### src/rtl/audio_fir_mac.sv
// audio_fir_mac
//   Time-multiplexed stereo FIR filter between the codec serial interface's
//   record and playback sides. One shared multiplier runs TAPS
//   multiply-accumulate steps for the left channel and then TAPS steps for
//   the right channel. Both play outputs update together.
//
// Ports
//   clk            codec master clock (one frame = 256 cycles)
//   reset          asynchronous, active-low clear of all state
//   NewFrame       frame marker (level); its rising edge starts a computation
//   LeftRecData    captured left ADC sample (signed, N bits)
//   RightRecData   captured right ADC sample (signed, N bits)
//   bypass         1: play = rec with the same latency; sampled at capture
//   coef_wr        coefficient write strobe (accepted only while busy = 0)
//   coef_addr      tap index; index 0 multiplies the newest sample
//   coef_data      coefficient value, signed Q1.(CW-1)
//   busy           high from capture through the output update cycle
//   done           one-cycle pulse in the cycle the play outputs update
//   overrun        sticky; a frame edge arrived while busy
//   LeftPlayData   filtered left sample, registered
//   RightPlayData  filtered right sample, registered
//
// Handshake: a NewFrame rising edge with busy = 0 is accepted in that same
// cycle (cycle 0); busy rises in cycle 1 and the result is presented with a
// done pulse in cycle 2*TAPS+2; busy falls one cycle later. An edge seen
// while busy = 1 is not accepted and only sets overrun.

module audio_fir_mac #(
    parameter int N    = 24,
    parameter int TAPS = 16,
    parameter int CW   = 18
) (
    input  logic                    clk,
    input  logic                    reset,
    input  logic                    NewFrame,
    input  logic [N-1:0]            LeftRecData,
    input  logic [N-1:0]            RightRecData,
    input  logic                    bypass,
    input  logic                    coef_wr,
    input  logic [$clog2(TAPS)-1:0] coef_addr,
    input  logic [CW-1:0]           coef_data,
    output logic                    busy,
    output logic                    done,
    output logic                    overrun,
    output logic [N-1:0]            LeftPlayData,
    output logic [N-1:0]            RightPlayData
);

    localparam int KW = $clog2(TAPS);
    localparam int PW = N + CW;
    localparam int AW = N + CW + KW;
    localparam logic [KW-1:0] K_LAST = KW'(TAPS - 1);

    // Rounding/saturation constants, one bit wider than the accumulator so
    // the half-LSB addition can never wrap.
    localparam logic signed [AW:0] RND   = {{(AW + 2 - CW){1'b0}}, 1'b1, {(CW - 2){1'b0}}};
    localparam logic signed [AW:0] MAX_V = {{(AW + 2 - N){1'b0}}, {(N - 1){1'b1}}};
    localparam logic signed [AW:0] MIN_V = {{(AW + 2 - N){1'b1}}, {(N - 1){1'b0}}};

    typedef enum logic [2:0] {
        IDLE,
        CAPT,
        MAC_L,
        MAC_R,
        OUT
    } state_t;

    state_t               state;
    logic                 nf_q;
    logic                 byp;
    logic [KW-1:0]        k;
    logic signed [N-1:0]  x_l  [TAPS];
    logic signed [N-1:0]  x_r  [TAPS];
    logic signed [CW-1:0] coef [TAPS];
    logic signed [AW-1:0] acc_l;
    logic signed [AW-1:0] acc_r;

    logic                 frame_edge;
    logic signed [N-1:0]  sel_x;
    logic signed [PW-1:0] prod;
    logic signed [AW-1:0] acc_next;

    assign frame_edge = NewFrame & ~nf_q;

    // Shared multiplier: the state picks which channel's history feeds it
    // and which accumulator it adds into.
    always_comb begin
        sel_x    = (state == MAC_L) ? x_l[k] : x_r[k];
        prod     = sel_x * coef[k];
        acc_next = ((state == MAC_L) ? acc_l : acc_r) + {{KW{prod[PW-1]}}, prod};
    end

    // Round half up, arithmetic shift back to sample scale, then clamp.
    function automatic logic [N-1:0] round_sat(input logic signed [AW-1:0] a);
        logic signed [AW:0] t;
        t = ($signed({a[AW-1], a}) + RND) >>> (CW - 1);
        if (t > MAX_V) begin
            return MAX_V[N-1:0];
        end else if (t < MIN_V) begin
            return MIN_V[N-1:0];
        end else begin
            return t[N-1:0];
        end
    endfunction

    always_ff @(posedge clk or negedge reset) begin
        if (!reset) begin
            state         <= IDLE;
            nf_q          <= 1'b0;
            byp           <= 1'b0;
            k             <= '0;
            acc_l         <= '0;
            acc_r         <= '0;
            busy          <= 1'b0;
            done          <= 1'b0;
            overrun       <= 1'b0;
            LeftPlayData  <= '0;
            RightPlayData <= '0;
            for (int i = 0; i < TAPS; i++) begin
                x_l[i]  <= '0;
                x_r[i]  <= '0;
                coef[i] <= '0;
            end
        end else begin
            nf_q <= NewFrame;
            done <= 1'b0;

            // Coefficients are frozen while a computation is in flight.
            if (coef_wr && !busy && (32'(coef_addr) < TAPS)) begin
                coef[coef_addr] <= coef_data;
            end

            if (frame_edge && busy) begin
                overrun <= 1'b1;
            end

            case (state)
                IDLE: begin
                    if (frame_edge) begin
                        state <= CAPT;
                        busy  <= 1'b1;
                    end
                end
                CAPT: begin
                    for (int i = TAPS - 1; i > 0; i--) begin
                        x_l[i] <= x_l[i-1];
                        x_r[i] <= x_r[i-1];
                    end
                    x_l[0] <= LeftRecData;
                    x_r[0] <= RightRecData;
                    acc_l  <= '0;
                    acc_r  <= '0;
                    k      <= '0;
                    byp    <= bypass;
                    state  <= MAC_L;
                end
                MAC_L: begin
                    acc_l <= acc_next;
                    if (k == K_LAST) begin
                        k     <= '0;
                        state <= MAC_R;
                    end else begin
                        k <= k + KW'(1);
                    end
                end
                MAC_R: begin
                    acc_r <= acc_next;
                    if (k == K_LAST) begin
                        // The final right product is folded in here so both
                        // outputs load on the same edge that enters OUT.
                        k             <= '0;
                        state         <= OUT;
                        done          <= 1'b1;
                        LeftPlayData  <= byp ? x_l[0] : round_sat(acc_l);
                        RightPlayData <= byp ? x_r[0] : round_sat(acc_next);
                    end else begin
                        k <= k + KW'(1);
                    end
                end
                OUT: begin
                    state <= IDLE;
                    busy  <= 1'b0;
                end
                default: begin
                    state <= IDLE;
                    busy  <= 1'b0;
                end
            endcase
        end
    end

endmodule
### config.mk
export PLATFORM = sky130hd
export DESIGN_NAME = audio_fir_mac
export DESIGN_NICKNAME = d
export VERILOG_FILES = /design/src/rtl/audio_fir_mac.sv
export SDC_FILE = /design/constraint.sdc
export NUM_CORES = 2
export LEC_CHECK = 0
export CORE_ASPECT_RATIO = 0.6
export CORE_MARGIN = 5
export CORE_UTILIZATION = 60
export CTS_CLUSTER_SIZE = 16
export DETAILED_ROUTE_END_ITERATION = 8
export GPL_ROUTABILITY_DRIVEN = 0
export PLACE_DENSITY_LB_ADDON = 0.08
export SETUP_SLACK_MARGIN = 0.02
export SYNTH_ARGS = -nofsm -noshare
export SYNTH_HDL_FRONTEND = slang
export SYNTH_SLANG_ARGS = --single-unit
### constraint.sdc
create_clock -name clk -period 22.6 [get_ports clk]
set_clock_uncertainty 0.2 [all_clocks]
set_input_delay 4.52 -clock clk [delete_from_list [all_inputs] [get_ports clk]]
set_output_delay 4.52 -clock clk [all_outputs]
set_load 0.05 [all_outputs]
==> results_dict.tcl <==
set metrics [dict create \
    topRoutingLayerUsed "met5" \
    post-route-drc-count 0 \
    floorplan.rows 99 \
    synth_enable_flop_cells 0 \
    drv.max_cap_violation_count 0 \
    average_routed_wire_per_standard_cell_um 25.4 \
    postLayoutCoreUtil 0.658 \
    yosys-mux-area-fraction 0.266 \
    yosys_warnings 0 \
    synth_top_area_share 0.414 \
    ant_nets 0 \
    wl_met2_um 75500 \
    synth-compound-area-share 0.0477 \
    worst_ep_required_time_ps 22960 \
    hold_path.class "reg2reg" \
    maximum_number_of_pins_on_one_net_before_global_route_repair 183 \
    synth_nets 6452 \
    yosysMostFrequentCell "sky130_fd_sc_hd__dfrtp_1" \
    netlist_top_cells_count "sky130_fd_sc_hd__dfrtp_1 (1,208), sky130_fd_sc_hd__mux2_2 (1,060), sky130_fd_sc_hd__nand2_1 (631)" \
    synthesis.area_mm2 0.0730 \
    finish.net_count 6422 \
    first_global_vias 47100 \
    initial_core_util 0.602 \
    synth-main-ff-cell "sky130_fd_sc_hd__dfrtp_1" \
    detailedPlacementHpwl_um 132000 \
    setup-violations-final 0 \
    design.die.area_mm2 0.129 \
    fp.coreArea_mm2 0.121 \
    gr-total-overflow 0 \
    post_dp_cell_area_mm2 0.0757 \
    worst-slew-pin-transition_ps 1220 \
    maximum_frequency_from_static_timing_analysis_ghz 0.0668 \
    routed-via-count 46500 \
    ys_async_sr_fraction 1.00 \
    layout_worst_path_cycle_share 0.662 \
    floorplan.die.width_um 460 \
    area_growth_syn_to_layout_pct 9.32 \
    io_buffer_count 125 \
    final_period_minus_worst_setup_slack_ps 14970 \
    clkSinkCount 1208 \
    ctsHtreeMaxLevel 3 \
    yosys.area_share.xor_xnor 0.0146 \
    holdBufCountCts 0 \
    dr_wl_met3_um 22200 \
    synth.largest_area_cell "sky130_fd_sc_hd__dfrtp_1" \
    outcome "finished clean" \
    post_cts.repair.setup_buffers 0 \
    initialDrtViolationCount 4519 \
    root_buffer "sky130_fd_sc_hd__clkbuf_16" \
    antenna_violations_before_repair 15 \
    critPathMaxStageDelay_ps 870 \
    aggregate_global_route_resource_usage 0.303 \
    die_height_um 280 \
    cts_made_buffers 111 \
    synth.yosys.seq_area_share 0.414 \
    critPathArrivalTime_ps 15330 \
    clock_tree.buffer_depth 3 \
    rsz0062_at_grt "no" \
    final_design_area_no_fill_mm2 0.0798 \
    path_common_cell "sky130_fd_sc_hd__fa_1" \
    drive_gt1_frac 0.291 \
    syn-instance-count 5798 \
    timing_worst_setup_path_type "reg2reg" \
    synth-simple-area-share 0.0696 \
    firstDrtPassIters 5 \
    timing.final.hold_violations 0 \
    synth-adder-area-share 0.143 \
    clock_insertion_delay_worst_skew_ps 760 \
    main_combinational_cell_family_by_area_after_synthesis "multiplexers" \
    yosys.cell_types.count 80 \
    cp_max_fo 107 \
    netlist_top_cells_area "sky130_fd_sc_hd__dfrtp_1 (41%), sky130_fd_sc_hd__mux2_2 (16%), sky130_fd_sc_hd__fa_1 (12%)" \
    seq_cells_post_synth 1208 \
    startpoint_type_of_the_worst_setup_path "flop" \
    cts_resized 0 \
    ios 126 \
    worst_path_max_delay_cell "sky130_fd_sc_hd__a21oi_2" \
    report.final.slew_viol_count 0 \
    clock_tree_from_tritoncts "built" \
    slew-limit-headroom 0.183 \
    routed_wl_um 190000 \
    worst_setup_path_end_kind "flop" \
    first_pass_grt_wire_length_um 298000 \
    postSynthAreaPerCell_um2 12.6 \
    setup-tns-final_ps 0 \
    routed_via_density 6.21 \
    wire_length_on_met1_um 89300 \
    clkTransAtPathRegs_ps 70 \
]
-- kinds of logic (layout without fill, tap and decap cells) --
family                   after synthesis  in the layout
XOR/XNOR                             122            122
multiplexers                        1399           1399
AND/OR/NAND/NOR                     1113           1113
AO/OA/AOI/OAI                        519            519
other                                  0             10
adder cells (fa/ha/maj)              579            579
flip-flops                          1208           1208
buffers and inverters                858            920
-- final timing paths --
kind | startpoint | end | slack [ps] | depth (start not counted)
worst max-delay path | k[0] | RightPlayData[12] | 7630 | 39
worst min-delay path | LeftPlayData[11] | LeftPlayData[11] | 270 | 2
worst max register to register | k[0] | RightPlayData[12] | 7630 | 39
worst min register to register | LeftPlayData[11] | LeftPlayData[11] | 270 | 2
max in group asynchronous | reset | x_r[151] | 14170 | 6
min in group asynchronous | reset | x_r[193] | 3490 | 1
-- placed cells by master, fill, tap and decap left out, drive strengths merged, types with 11 or more instances in the layout --
master	Yosys	layout
a21o	35	35
mux4	327	327
o21bai	15	15
o211ai	12	12
and3	17	17
clkinv	0	22
mux2	1060	1060
nor3	26	26
xnor2	80	80
nand2b	52	52
clkbuf	287	156
bufinv	0	16
mux2i	12	12
fa	426	426
nor2	114	114
o21ai	100	100
ha	153	153
o21a	20	20
clkdlybuf4s50	0	124
a21oi	155	155
inv	511	516
and2	69	69
a211oi	17	17
buf	60	80
or2	11	11
nand3	52	52
nand2	631	631
nand4	31	31
nor2b	55	55
a31oi	12	12
dfrtp	1208	1208
xor2	42	42
a22o	76	76
or3	30	30
o311ai	21	21
-- routing by layer --
metal,up-vias,GRT usage
li1,20100,-
met1,24400,0.487
met2,1839,0.396
met3,212,0.112
met4,6,0.0515
met5,-,0
-- metrics by stage --
stage	cells	hold slack, ps	worst slack, ps
final	7486	270	7630
after global routing	7477	292	6600
after CTS	7476	272	7750
after detailed placement	7271	258	7790
after global placement	7271	253	8050
after floorplan	5798	239	10540
-- state kept, by name, summed over array words and instances (netlist names), 3 cells and up --
name and flops:
LeftPlayData 24, RightPlayData 24, acc_l 46, acc_r 46, coef 288, k 4, state 3, x_l 384
x_r 384
-- area by class of cell --
class | count | area, µm²
timing repair buffer | 204 | 1920
antenna | 10 | 25.0
clock inverter | 49 | 811
inverter | 511 | 1920
tap | 1616 | 2020
multi-input combinational | 3732 | 39600
fill | 9062 | 41400
clock buffer | 156 | 3250
sequential | 1208 | 30200
-- critical path, delay by kind of cell, from the launching register on --
| family | cells | cell delay [ps] |
|---|---|---|
| AO/OA/AOI/OAI | 15 | 4820 |
| XOR/XNOR | 2 | 550 |
| adder cells (fa/ha/maj) | 8 | 3800 |
| buffers and inverters | 6 | 1450 |
| flip-flops | 1 | 760 |
| multiplexers | 2 | 1160 |
| AND/OR/NAND/NOR | 6 | 1810 |
Power is not shown: default switching activity piles up to over one toggle a cycle in this logic, so the estimate is an artifact.
